File: config.mk
export PLATFORM = sky130hd
export DESIGN_NAME = muldiv_unit
export DESIGN_NICKNAME = d
export VERILOG_FILES = /design/src/rtl/muldiv_pkg.sv /design/src/rtl/muldiv_step.sv /design/src/rtl/muldiv_unit.sv
export SDC_FILE = /design/constraint.sdc
export NUM_CORES = 1
export LEC_CHECK = 0
export ABC_AREA = 1
export CORE_UTILIZATION = 45
export CTS_CLUSTER_DIAMETER = 30
export DETAILED_ROUTE_END_ITERATION = 10
export GPL_TIMING_DRIVEN = 1
export PLACE_DENSITY = 0.61
export SETUP_SLACK_MARGIN = 0.4
export SYNTH_ARGS = -nofsm -noshare
export SYNTH_HDL_FRONTEND = slang
export SYNTH_SLANG_ARGS = --single-unit
File: constraint.sdc
create_clock -name clk -period 10.7 [get_ports clk]
set_input_delay 2.14 -clock clk [delete_from_list [all_inputs] [get_ports clk]]
set_output_delay 2.14 -clock clk [all_outputs]
set_load 0.05 [all_outputs]
File: src/rtl/muldiv_pkg.sv
// muldiv_pkg: shared definitions for the multi-cycle multiply/divide unit.
//   - ALU control op codes accepted by the unit
//   - FSM state enum
//   - fill/MSB constants that build the divide special-case results at any XLEN
//   - op_valid(): true for the op codes the unit executes
package muldiv_pkg;

  localparam logic [3:0] OP_MUL = 4'b0010;
  localparam logic [3:0] OP_DIV = 4'b0011;
  localparam logic [3:0] OP_REM = 4'b0100;

  typedef enum logic [1:0] {
    ST_IDLE = 2'b00,
    ST_CALC = 2'b01,
    ST_FIX  = 2'b10,
    ST_DONE = 2'b11
  } state_e;

  // DIV by zero returns every bit set
  localparam logic DIV0_QUOT_FILL = 1'b1;
  // most-negative / -1: quotient is the most-negative value (MSB set, rest clear)
  localparam logic OVF_QUOT_MSB   = 1'b1;
  // most-negative REM -1 is zero
  localparam logic OVF_REM_FILL   = 1'b0;

  function automatic logic op_valid(input logic [3:0] op);
    return (op == OP_MUL) || (op == OP_DIV) || (op == OP_REM);
  endfunction

endpackage

File: src/rtl/muldiv_step.sv
// muldiv_step: one combinational iteration of the iterative datapath.
//   part      : 2*XLEN partial value (accumulator for MUL, remainder in low bits for DIV)
//   operand   : multiplicand magnitude (MUL) or divisor magnitude (DIV)
//   in_bit    : current multiplier bit (MUL) or next dividend bit (DIV)
//   div_mode  : 1 = restoring divide step, 0 = shift-add multiply step
//   part_next : partial value after this iteration
//   q_bit     : quotient bit produced (DIV), 0 for MUL
module muldiv_step #(
  parameter int XLEN = 32
) (
  input  logic [2*XLEN-1:0] part,
  input  logic [XLEN-1:0]   operand,
  input  logic              in_bit,
  input  logic              div_mode,
  output logic [2*XLEN-1:0] part_next,
  output logic              q_bit
);

  logic [XLEN:0] sum_s;
  logic [XLEN:0] shifted_s;
  logic [XLEN:0] diff_s;

  // Single multiply or restoring-divide iteration
  always_comb begin
    // MUL: add multiplicand into the upper half, then shift the whole accumulator right
    sum_s     = {1'b0, part[2*XLEN-1:XLEN]} + {1'b0, (in_bit ? operand : {XLEN{1'b0}})};
    // DIV: bring in the next dividend bit and trial-subtract the divisor
    shifted_s = {part[XLEN-1:0], in_bit};
    diff_s    = shifted_s - {1'b0, operand};
    if (div_mode) begin
      q_bit     = ~diff_s[XLEN];
      part_next = {{(XLEN-1){1'b0}}, (diff_s[XLEN] ? shifted_s : diff_s)};
    end else begin
      q_bit     = 1'b0;
      part_next = {sum_s, part[XLEN-1:1]};
    end
  end

endmodule

File: src/rtl/muldiv_unit.sv
// muldiv_unit: multi-cycle signed MUL / DIV / REM execution unit.
//   clk, rst      : rising-edge clock, asynchronous active-high reset
//   start, op     : request and ALU op code (MUL/DIV/REM), sampled while not busy
//   a, b          : rs1 / rs2 operands, two's complement
//   flush         : synchronous cancel; returns to IDLE without done
//   busy          : operation in flight, upstream holds the stage
//   done          : one-cycle pulse, result valid
//   result        : registered result, changes only on the edge entering DONE
// Optional build macro MULDIV_FAST_MUL_EN: MUL becomes a single-cycle product
// captured on the accept edge; DIV/REM keep the iterative path.
module muldiv_unit
  import muldiv_pkg::*;
#(
  parameter int XLEN = 32
) (
  input  logic            clk,
  input  logic            rst,
  input  logic            start,
  input  logic            flush,
  input  logic [3:0]      op,
  input  logic [XLEN-1:0] a,
  input  logic [XLEN-1:0] b,
  output logic            busy,
  output logic            done,
  output logic [XLEN-1:0] result
);

  localparam int CNT_W = $clog2(XLEN);
  localparam logic [XLEN-1:0] ONE_X    = {{(XLEN-1){1'b0}}, 1'b1};
  localparam logic [XLEN-1:0] MOST_NEG = {OVF_QUOT_MSB, {(XLEN-1){1'b0}}};

  state_e            state_r, state_next_s;
  logic [CNT_W-1:0]  cnt_r;
  logic [2*XLEN-1:0] part_r, part_next_s;
  logic [XLEN-1:0]   shreg_r, opnd_r;
  logic              div_mode_r, rem_sel_r, neg_q_r, neg_r_r;
  logic              busy_r, done_r;
  logic [XLEN-1:0]   result_r;

  logic              accept_s, is_mul_s, is_div_s, is_rem_s;
  logic              special_s, direct_s, in_bit_s, q_bit_s, last_iter_s;
  logic [XLEN-1:0]   a_mag_s, b_mag_s, special_res_s, direct_res_s, fix_res_s;

  assign is_mul_s    = (op == OP_MUL);
  assign is_div_s    = (op == OP_DIV);
  assign is_rem_s    = (op == OP_REM);
  assign accept_s    = start && op_valid(op) && !flush &&
                       ((state_r == ST_IDLE) || (state_r == ST_DONE));
  assign a_mag_s     = a[XLEN-1] ? (~a + ONE_X) : a;
  assign b_mag_s     = b[XLEN-1] ? (~b + ONE_X) : b;
  assign last_iter_s = (cnt_r == CNT_W'(XLEN-1));
  // divide consumes dividend MSB-first, multiply consumes multiplier LSB-first
  assign in_bit_s    = div_mode_r ? shreg_r[XLEN-1] : shreg_r[0];

  muldiv_step #(.XLEN(XLEN)) u_step (
    .part      (part_r),
    .operand   (opnd_r),
    .in_bit    (in_bit_s),
    .div_mode  (div_mode_r),
    .part_next (part_next_s),
    .q_bit     (q_bit_s)
  );

  // Divide special cases (by zero, most-negative / -1) and results that skip CALC
  always_comb begin
    special_s = 1'b0;
    if (is_div_s || is_rem_s) begin
      special_s = (b == {XLEN{1'b0}}) || ((a == MOST_NEG) && (b == {XLEN{1'b1}}));
    end else begin
      special_s = 1'b0;
    end
    if (b == {XLEN{1'b0}}) begin
      special_res_s = is_div_s ? {XLEN{DIV0_QUOT_FILL}} : a;
    end else begin
      special_res_s = is_div_s ? MOST_NEG : {XLEN{OVF_REM_FILL}};
    end
`ifdef MULDIV_FAST_MUL_EN
    direct_s     = special_s || is_mul_s;
    direct_res_s = is_mul_s ? (a * b) : special_res_s;
`else
    direct_s     = special_s;
    direct_res_s = special_res_s;
`endif
  end

  // Sign correction applied in FIX
  always_comb begin
    if (div_mode_r) begin
      if (rem_sel_r) begin
        fix_res_s = neg_r_r ? (~part_r[XLEN-1:0] + ONE_X) : part_r[XLEN-1:0];
      end else begin
        fix_res_s = neg_q_r ? (~shreg_r + ONE_X) : shreg_r;
      end
    end else begin
      // low half of the negated product equals the negated low half
      fix_res_s = neg_q_r ? (~part_r[XLEN-1:0] + ONE_X) : part_r[XLEN-1:0];
    end
  end

  // Next-state logic; flush overrides everything
  always_comb begin
    state_next_s = state_r;
    case (state_r)
      ST_IDLE, ST_DONE: begin
        if (accept_s) begin
          state_next_s = direct_s ? ST_DONE : ST_CALC;
        end else begin
          state_next_s = ST_IDLE;
        end
      end
      ST_CALC: begin
        if (last_iter_s) begin
          state_next_s = ST_FIX;
        end else begin
          state_next_s = ST_CALC;
        end
      end
      ST_FIX:  state_next_s = ST_DONE;
      default: state_next_s = ST_IDLE;
    endcase
    if (flush) begin
      state_next_s = ST_IDLE;
    end else begin
      state_next_s = state_next_s;
    end
  end

  // State register
  always_ff @(posedge clk or posedge rst) begin
    if (rst) begin
      state_r <= ST_IDLE;
    end else begin
      state_r <= state_next_s;
    end
  end

  // Iteration counter; wraps back to 0 after the last CALC cycle
  always_ff @(posedge clk or posedge rst) begin
    if (rst) begin
      cnt_r <= {CNT_W{1'b0}};
    end else if (accept_s || flush) begin
      cnt_r <= {CNT_W{1'b0}};
    end else if (state_r == ST_CALC) begin
      cnt_r <= cnt_r + CNT_W'(1);
    end
  end

  // Operand latch on accept and one datapath iteration per CALC cycle
  always_ff @(posedge clk or posedge rst) begin
    if (rst) begin
      part_r     <= {(2*XLEN){1'b0}};
      shreg_r    <= {XLEN{1'b0}};
      opnd_r     <= {XLEN{1'b0}};
      div_mode_r <= 1'b0;
      rem_sel_r  <= 1'b0;
      neg_q_r    <= 1'b0;
      neg_r_r    <= 1'b0;
    end else if (accept_s) begin
      part_r     <= {(2*XLEN){1'b0}};
      shreg_r    <= is_mul_s ? b_mag_s : a_mag_s;
      opnd_r     <= is_mul_s ? a_mag_s : b_mag_s;
      div_mode_r <= !is_mul_s;
      rem_sel_r  <= is_rem_s;
      neg_q_r    <= a[XLEN-1] ^ b[XLEN-1];
      neg_r_r    <= a[XLEN-1];
    end else if (state_r == ST_CALC) begin
      part_r     <= part_next_s;
      shreg_r    <= div_mode_r ? {shreg_r[XLEN-2:0], q_bit_s} : {1'b0, shreg_r[XLEN-1:1]};
    end
  end

  // Registered outputs derived from the state being entered
  always_ff @(posedge clk or posedge rst) begin
    if (rst) begin
      busy_r   <= 1'b0;
      done_r   <= 1'b0;
      result_r <= {XLEN{1'b0}};
    end else begin
      busy_r <= (state_next_s == ST_CALC) || (state_next_s == ST_FIX);
      done_r <= (state_next_s == ST_DONE);
      if (accept_s && direct_s) begin
        result_r <= direct_res_s;
      end else if ((state_r == ST_FIX) && !flush) begin
        result_r <= fix_res_s;
      end
    end
  end

  assign busy   = busy_r;
  assign done   = done_r;
  assign result = result_r;

endmodule

**Word-level counts from Yosys, hierarchy flattened**

Index checks and enable logic that the tools add are counted.

- Add/subtract/negate cells: 7
- Equality and inequality tests: 12
- Mux-type cells: 31
- Bitwise operators: 6
- Reductions and logical operators: 21

Operators with widths:

| kind | number |
|---|---|
| two-way mux 32 bit | 18 |
| two-way mux 64 bit | 3 |
| adder 32 x 1 -> 32 bit, second input constant | 4 |
| inverter 32 bit | 4 |
| equality test 32 bit, second input constant | 2 |
| adder 32 x 32 -> 33 bit | 1 |
| two-way mux 33 bit | 1 |
| subtractor 33 x 32 -> 33 bit | 1 |
| logical NOT 32 bit | 1 |
| two-way mux 5 bit | 2 |
| equality test 2 bit, second input constant | 4 |
| equality test 4 x 2 -> 1 bit, second input constant | 2 |
| two-way mux 2 bit | 4 |
| logical OR 1 bit | 7 |
| logical AND 1 bit | 6 |
| case mux 2 bit (3 select lines) | 1 |
| nonzero test 2 bit | 3 |
| adder 5 x 1 -> 5 bit, second input constant | 1 |
| equality test 5 bit, second input constant | 1 |
| equality test 2 x 1 -> 1 bit, second input constant | 2 |
| equality test 4 x 3 -> 1 bit, second input constant | 1 |
| logical NOT 1 bit | 2 |
| logical NOT 2 bit | 1 |
| two-way mux 1 bit | 2 |
| other kinds (3) | 3 |

- Bits in registers: 173
- Input port bits: 72
- Output and inout bits: 34
- Word-level logic and storage cells: 89

**Depth between registers and ports, before layout**

- Word-level depth: 11
- Mapped depth: 27
- Depth with buffers taken out: 24

**Modules after synthesis**

From an unflattened synthesis, not the netlist that was laid out.

- Cells, all modules: 3313
- Area, all modules: 18903.1 um^2

By module, submodules not included:

| module | instances | cells each | area an instance (um^2) | sequential area each (um^2) |
|---|---|---|---|---|
| muldiv_unit | 1 | 2131 | 13312.8 | 4329.2 |
| muldiv_step | 1 | 1182 | 5590.4 | 0.0 |

**Worst setup path before layout**

No wires, ideal clock.

- Path type: register to register
- From: register div_mode_r
- To: register part_r[23]
- Setup time: 0.065 ns
- Data arrival time: 3.796 ns
- Required time: 10.635 ns
- Setup slack: 6.839 ns
- Stages on the path, launching flop included: 26
- Buffers on the path: 5
- Period minus slack after synthesis: 3.861 ns
- Cell sequence: dfrtp_1 buf_2 buf_2 o21ai_1 clkbuf_1 ha_1 fa_1 inv_1 nand2_1 o21ai_0 nand2_1 nand2_1 nand2_1 nand2_1 nand2_1 nand2_1 nand2_1 a21oi_1 or2_2 ha_1 buf_1 buf_1 nand3_1 nand2_1 nand2_1 nand2_1

- Longest elaborated chain between the ends: 6

Ends and longest elaborated chain:

| element | line | text |
|---|---|---|
| from (decl) | muldiv_unit.sv:36 | `logic div_mode_r, rem_sel_r, neg_q_r, neg_r_r;` |
| from (signal assigned) | muldiv_unit.sv:162 | `div_mode_r <= !is_mul_s;` |
| two-way mux 1 bit | muldiv_unit.sv:53 | `assign in_bit_s = div_mode_r ? shreg_r[XLEN-1] : shreg_r[0];` |
| subtractor 33 x 32 -> 33 bit | muldiv_step.sv:29 | `diff_s = shifted_s - {1'b0, operand};` |
| two-way mux 33 bit | muldiv_step.sv:32 | `part_next = {{(XLEN-1){1'b0}}, (diff_s[XLEN] ? shifted_s : diff_s)};` |
| two-way mux 64 bit * | muldiv_step.sv:30 | `if (div_mode) begin` |
| two-way mux 64 bit * | muldiv_unit.sv:166 | `end else if (state_r == ST_CALC) begin` |
| two-way mux 64 bit * | muldiv_unit.sv:158 | `end else if (accept_s) begin` |
| to (signal assigned) | muldiv_unit.sv:151 | `part_r <= {(2*XLEN){1'b0}};` |
| to (signal assigned) | muldiv_unit.sv:159 | `part_r <= {(2*XLEN){1'b0}};` |
| to (signal assigned) | muldiv_unit.sv:167 | `part_r <= part_next_s;` |
| to (decl) | muldiv_unit.sv:34 | `logic [2*XLEN-1:0] part_r, part_next_s;` |

Mark *: on every way between the ends. The rest lies on a longest branch, timed or not. The select of a mux whose other input is x is not followed.
A chain may end at the register's enable or synchronous reset.

**Worst setup path after layout**

- From: input port op[3]
- To: register result_r[24], in the netlist result[24]

- Longest elaborated chain between the ends: 8
- Elaborated cells on any way between the ends: 15
- Those cells by class: 3 x eq/ne; 4 x mux; 8 x reduce/logical

Ends and longest elaborated chain:

| element | line | text |
|---|---|---|
| from (decl) | muldiv_unit.sv:20 | `input logic [3:0] op,` |
| equality test 4 x 2 -> 1 bit (on tied branches) | muldiv_pkg.sv:27, muldiv_unit.sv:45 |  |
| logical OR 1 bit (2 in series) | muldiv_pkg.sv:27 | `return (op == OP_MUL) \|\| (op == OP_DIV) \|\| (op == OP_REM);` |
| logical AND 1 bit (3 in series) | muldiv_unit.sv:47 | `assign accept_s = start && op_valid(op) && !flush &&` |
| logical AND 1 bit | muldiv_unit.sv:181 | `if (accept_s && direct_s) begin` |
| two-way mux 32 bit / nonzero test 2 bit (equally long branches) | n/a |  |
| to (signal assigned) | muldiv_unit.sv:177 | `result_r <= {XLEN{1'b0}};` |
| to (signal assigned) | muldiv_unit.sv:182 | `result_r <= direct_res_s;` |
| to (signal assigned) | muldiv_unit.sv:184 | `result_r <= fix_res_s;` |
| to (decl) | muldiv_unit.sv:38 | `logic [XLEN-1:0] result_r;` |

Several ways; a longest one is shown, not always the timed one.

==> out/qor.txt <==
Status = finished with violations
Failing checks = design-rule violations
Clk sinks = 173
WS Path Type = in -> reg
Mean post-synth cell area = 5.903 sq um
Slew Limit Fails = 0
Most frequent cells in the layout = 951 x nand2_1, 362 x inv_1, 350 x nor2_1, 274 x nand3_1, 222 x o21ai_0
Sequential cell area = 4332 sq um
Worst slew margin = 16.73%
PD cells = 244.0 nW/um^2
DRC viols = 2
DIE HEIGHT = 202.3 um
Placement Setup Slack = 4.502 ns
Clk Latency, worst-skew pair = 0.47 ns
Clk slew on worst S/H paths = 0.07 ns
Area growth, synth to finish = 10.77%
FMAX = 173.8 MHz
Via count = 20.88k
Post-synth EDFFs = 0
CTS tree = done
Async SR Flop Fraction = 100.0%
LEAKAGE = 0.009802 uW
Initial Util = 45.56%
Max IR drop VDD = 0.1557 mV
Post-CTS Hold Fix Bufs = 0
Post-DP HPWL = 58.31 mm
H-tree levels = 4
Distinct cells, synth = 52
Rows = 73
Clock buffers created by TritonCTS = 17
Register area share after synthesis = 23.97%
Hold crit path type = reg -> reg
CTS root buffer = clkbuf_16
Iter 0 DRT Violations = 2168
Layout cells sized above 1 = 3.737%
Post-DRT Antenna Nets = 0
Initial antenna violation count = 0
Layout fillers = 4316
DR pass1 iterations = 9
Final hold violation count = 0
Yosys reg bits = 173
Worst EP required = 11.06 ns
Most common cell after layout, fill and taps aside = nand2_1
First-pass GRT wire length = 112.5 mm
Startpoint Class = input port
Cells resized by post-CTS repair = 0
WL/cell = 20.51 um
Mapped Nets = 3209
CTS max path bufs = 2
Number of diodes = 0
Final wirelength = 74.43 mm
Mapped Area = 18060 sq um
IO Count = 106
Worst-case clock skew = 0.02000 ns
Max-Cap Viols = 0
Die Wd = 202.3 um
Tot GR Track Use = 35.97%
Die area = 40940 sq um
Crit share post-route = 53.77%
Area of the multi-input gates = 11820 sq um
Most used DFF post-synth = dfrtp_1
Crit path DAT = 6.11 ns
Synth warn = 0
Final min period = 5.753 ns
Final WS setup = 4.947 ns
Post-CTS Setup Bufs = 0
Vias in the first global route = 18.92k
Cells after Synth = 3059
Via density per instance = 5.753
RePlAce Congestion = 0.9665
Crit-path max FO = 63
Total Neg Setup Slack = 0 ns
Port bufs = 105
GRT Residual Overflow = 0
Final Setup Violations = 0
Unrepaired setup endpoints after global routing = false
Fin nets = 3241
Tightest Pin Transition = 1.246 ns
Largest net degree at the start of global routing = 71
Core area = 39640 sq um
CP Capture Type = flop
==> Yosys cell counts (10+ instances only) <==
cell type	instances	area, sq um
a21oi_2	15	131.4
nand4_1	40	250.2
nor2_1	351	1318
ha_1	76	950.9
o21ai_1	13	65.06
buf_2	24	120.1
dfrtp_1	173	4329
inv_1	363	1363
nor3_1	22	110.1
inv_2	10	37.54
o211ai_1	28	210.2
buf_1	14	52.55
nand3b_1	12	90.09
a31oi_1	39	244.0
xnor2_1	15	131.4
o221ai_1	15	131.4
xor2_1	54	473.0
nand3_1	274	1371
a21oi_1	188	940.9
clkbuf_1	59	221.5
o21ai_0	222	1111
nand2_1	951	3570
==> layer usage <==
layer | vias to the layer above | track usage [%] | share of wire (%) | wire [um]
li1 | 10014 | - | - | -
met1 | 9887 | 51.37 | 46 | 33960
met4 | 0 | 12.30 | 3.2 | 2401
met5 | - | 0 | 0 | 0
met3 | 89 | 6.240 | 8.1 | 6050
met2 | 889 | 54.34 | 43 | 32020
==> power by group <==
part	total [uW]	internal (uW)	switching (uW)
sequential	1100	851	253
clock	666	357	310
combinational	3110	913	2200
total	4880	2120	2760
==> state kept, by name, summed over array words and instances, names as in the netlist <==
name,count
busy,1
cnt_r,5
div_mode_r,1
done,1
neg_q_r,1
neg_r_r,1
opnd_r,32
part_r,64
rem_sel_r,1
result,32
shreg_r,32
state_r,2
==> critical path, cell delays in order <==
cell	delay, ns
clkdlybuf4s50_1	0.43
nor2_1	0.15
nand3_1	0.52
nand3_2	0.29
nand2_4	0.31
inv_2	0.74
nand3_4	0.51
nand2_4	0.65
nand2_1	0.12
a21oi_1	0.14
nor2_1	0.06
==> metrics by stage <==
step | util [%] | cell area, sq um | instances | power [uW] | hold WS (ns)
2_1_floorplan | - | 18060 | 3059 | 3114 | 0.4553
3_3_place_gp | 48.96 | 19410 | 3597 | 4118 | 0.4710
3_5_place_dp | 48.96 | 19410 | 3597 | 4139 | 0.4728
4_1_cts | 50.46 | 20000 | 3629 | 4812 | 0.4956
5_1_grt | 50.46 | 20000 | 3629 | 5236 | 0.5172
6_report | 50.46 | 20000 | 3629 | 4880 | 0.4915
==> final timing paths <==
kind	from	end	slack (ns)	cells past startpoint
worst max-delay path	op[3]	result[24]	4.95	11
worst min-delay path	part_r[43]	part_r[43]	0.49	2
worst max register to register	shreg_r[31]	part_r[4]	5.35	25
worst min register to register	part_r[43]	part_r[43]	0.49	2
max in group asynchronous	rst	div_mode_r	7.28	3
min in group asynchronous	rst	result[23]	2.11	2
==> logic make-up after synthesis <==
group                    after synthesis  share of synthesized area [%]
AO/OA/AOI/OAI                        560                          17.36
XOR/XNOR                              69                          3.346
adder cells (fa/ha/maj)               78                          5.487
buffers and inverters                485                          10.64
flip-flops                           173                          23.97
AND/OR/NAND/NOR                     1694                          39.20
==> final cells by class <==
cell class              count  share of cell area (%)
clock inverters            13                  0.7756
well taps                 525                   3.284
inverters                 375                   7.080
clock buffers              19                   2.214
multi-input cells        2401                   59.06
flip-flops and latches    173                   21.65
repair buffers            123                   5.929
Note: power is estimated with default switching activity, not from simulation.
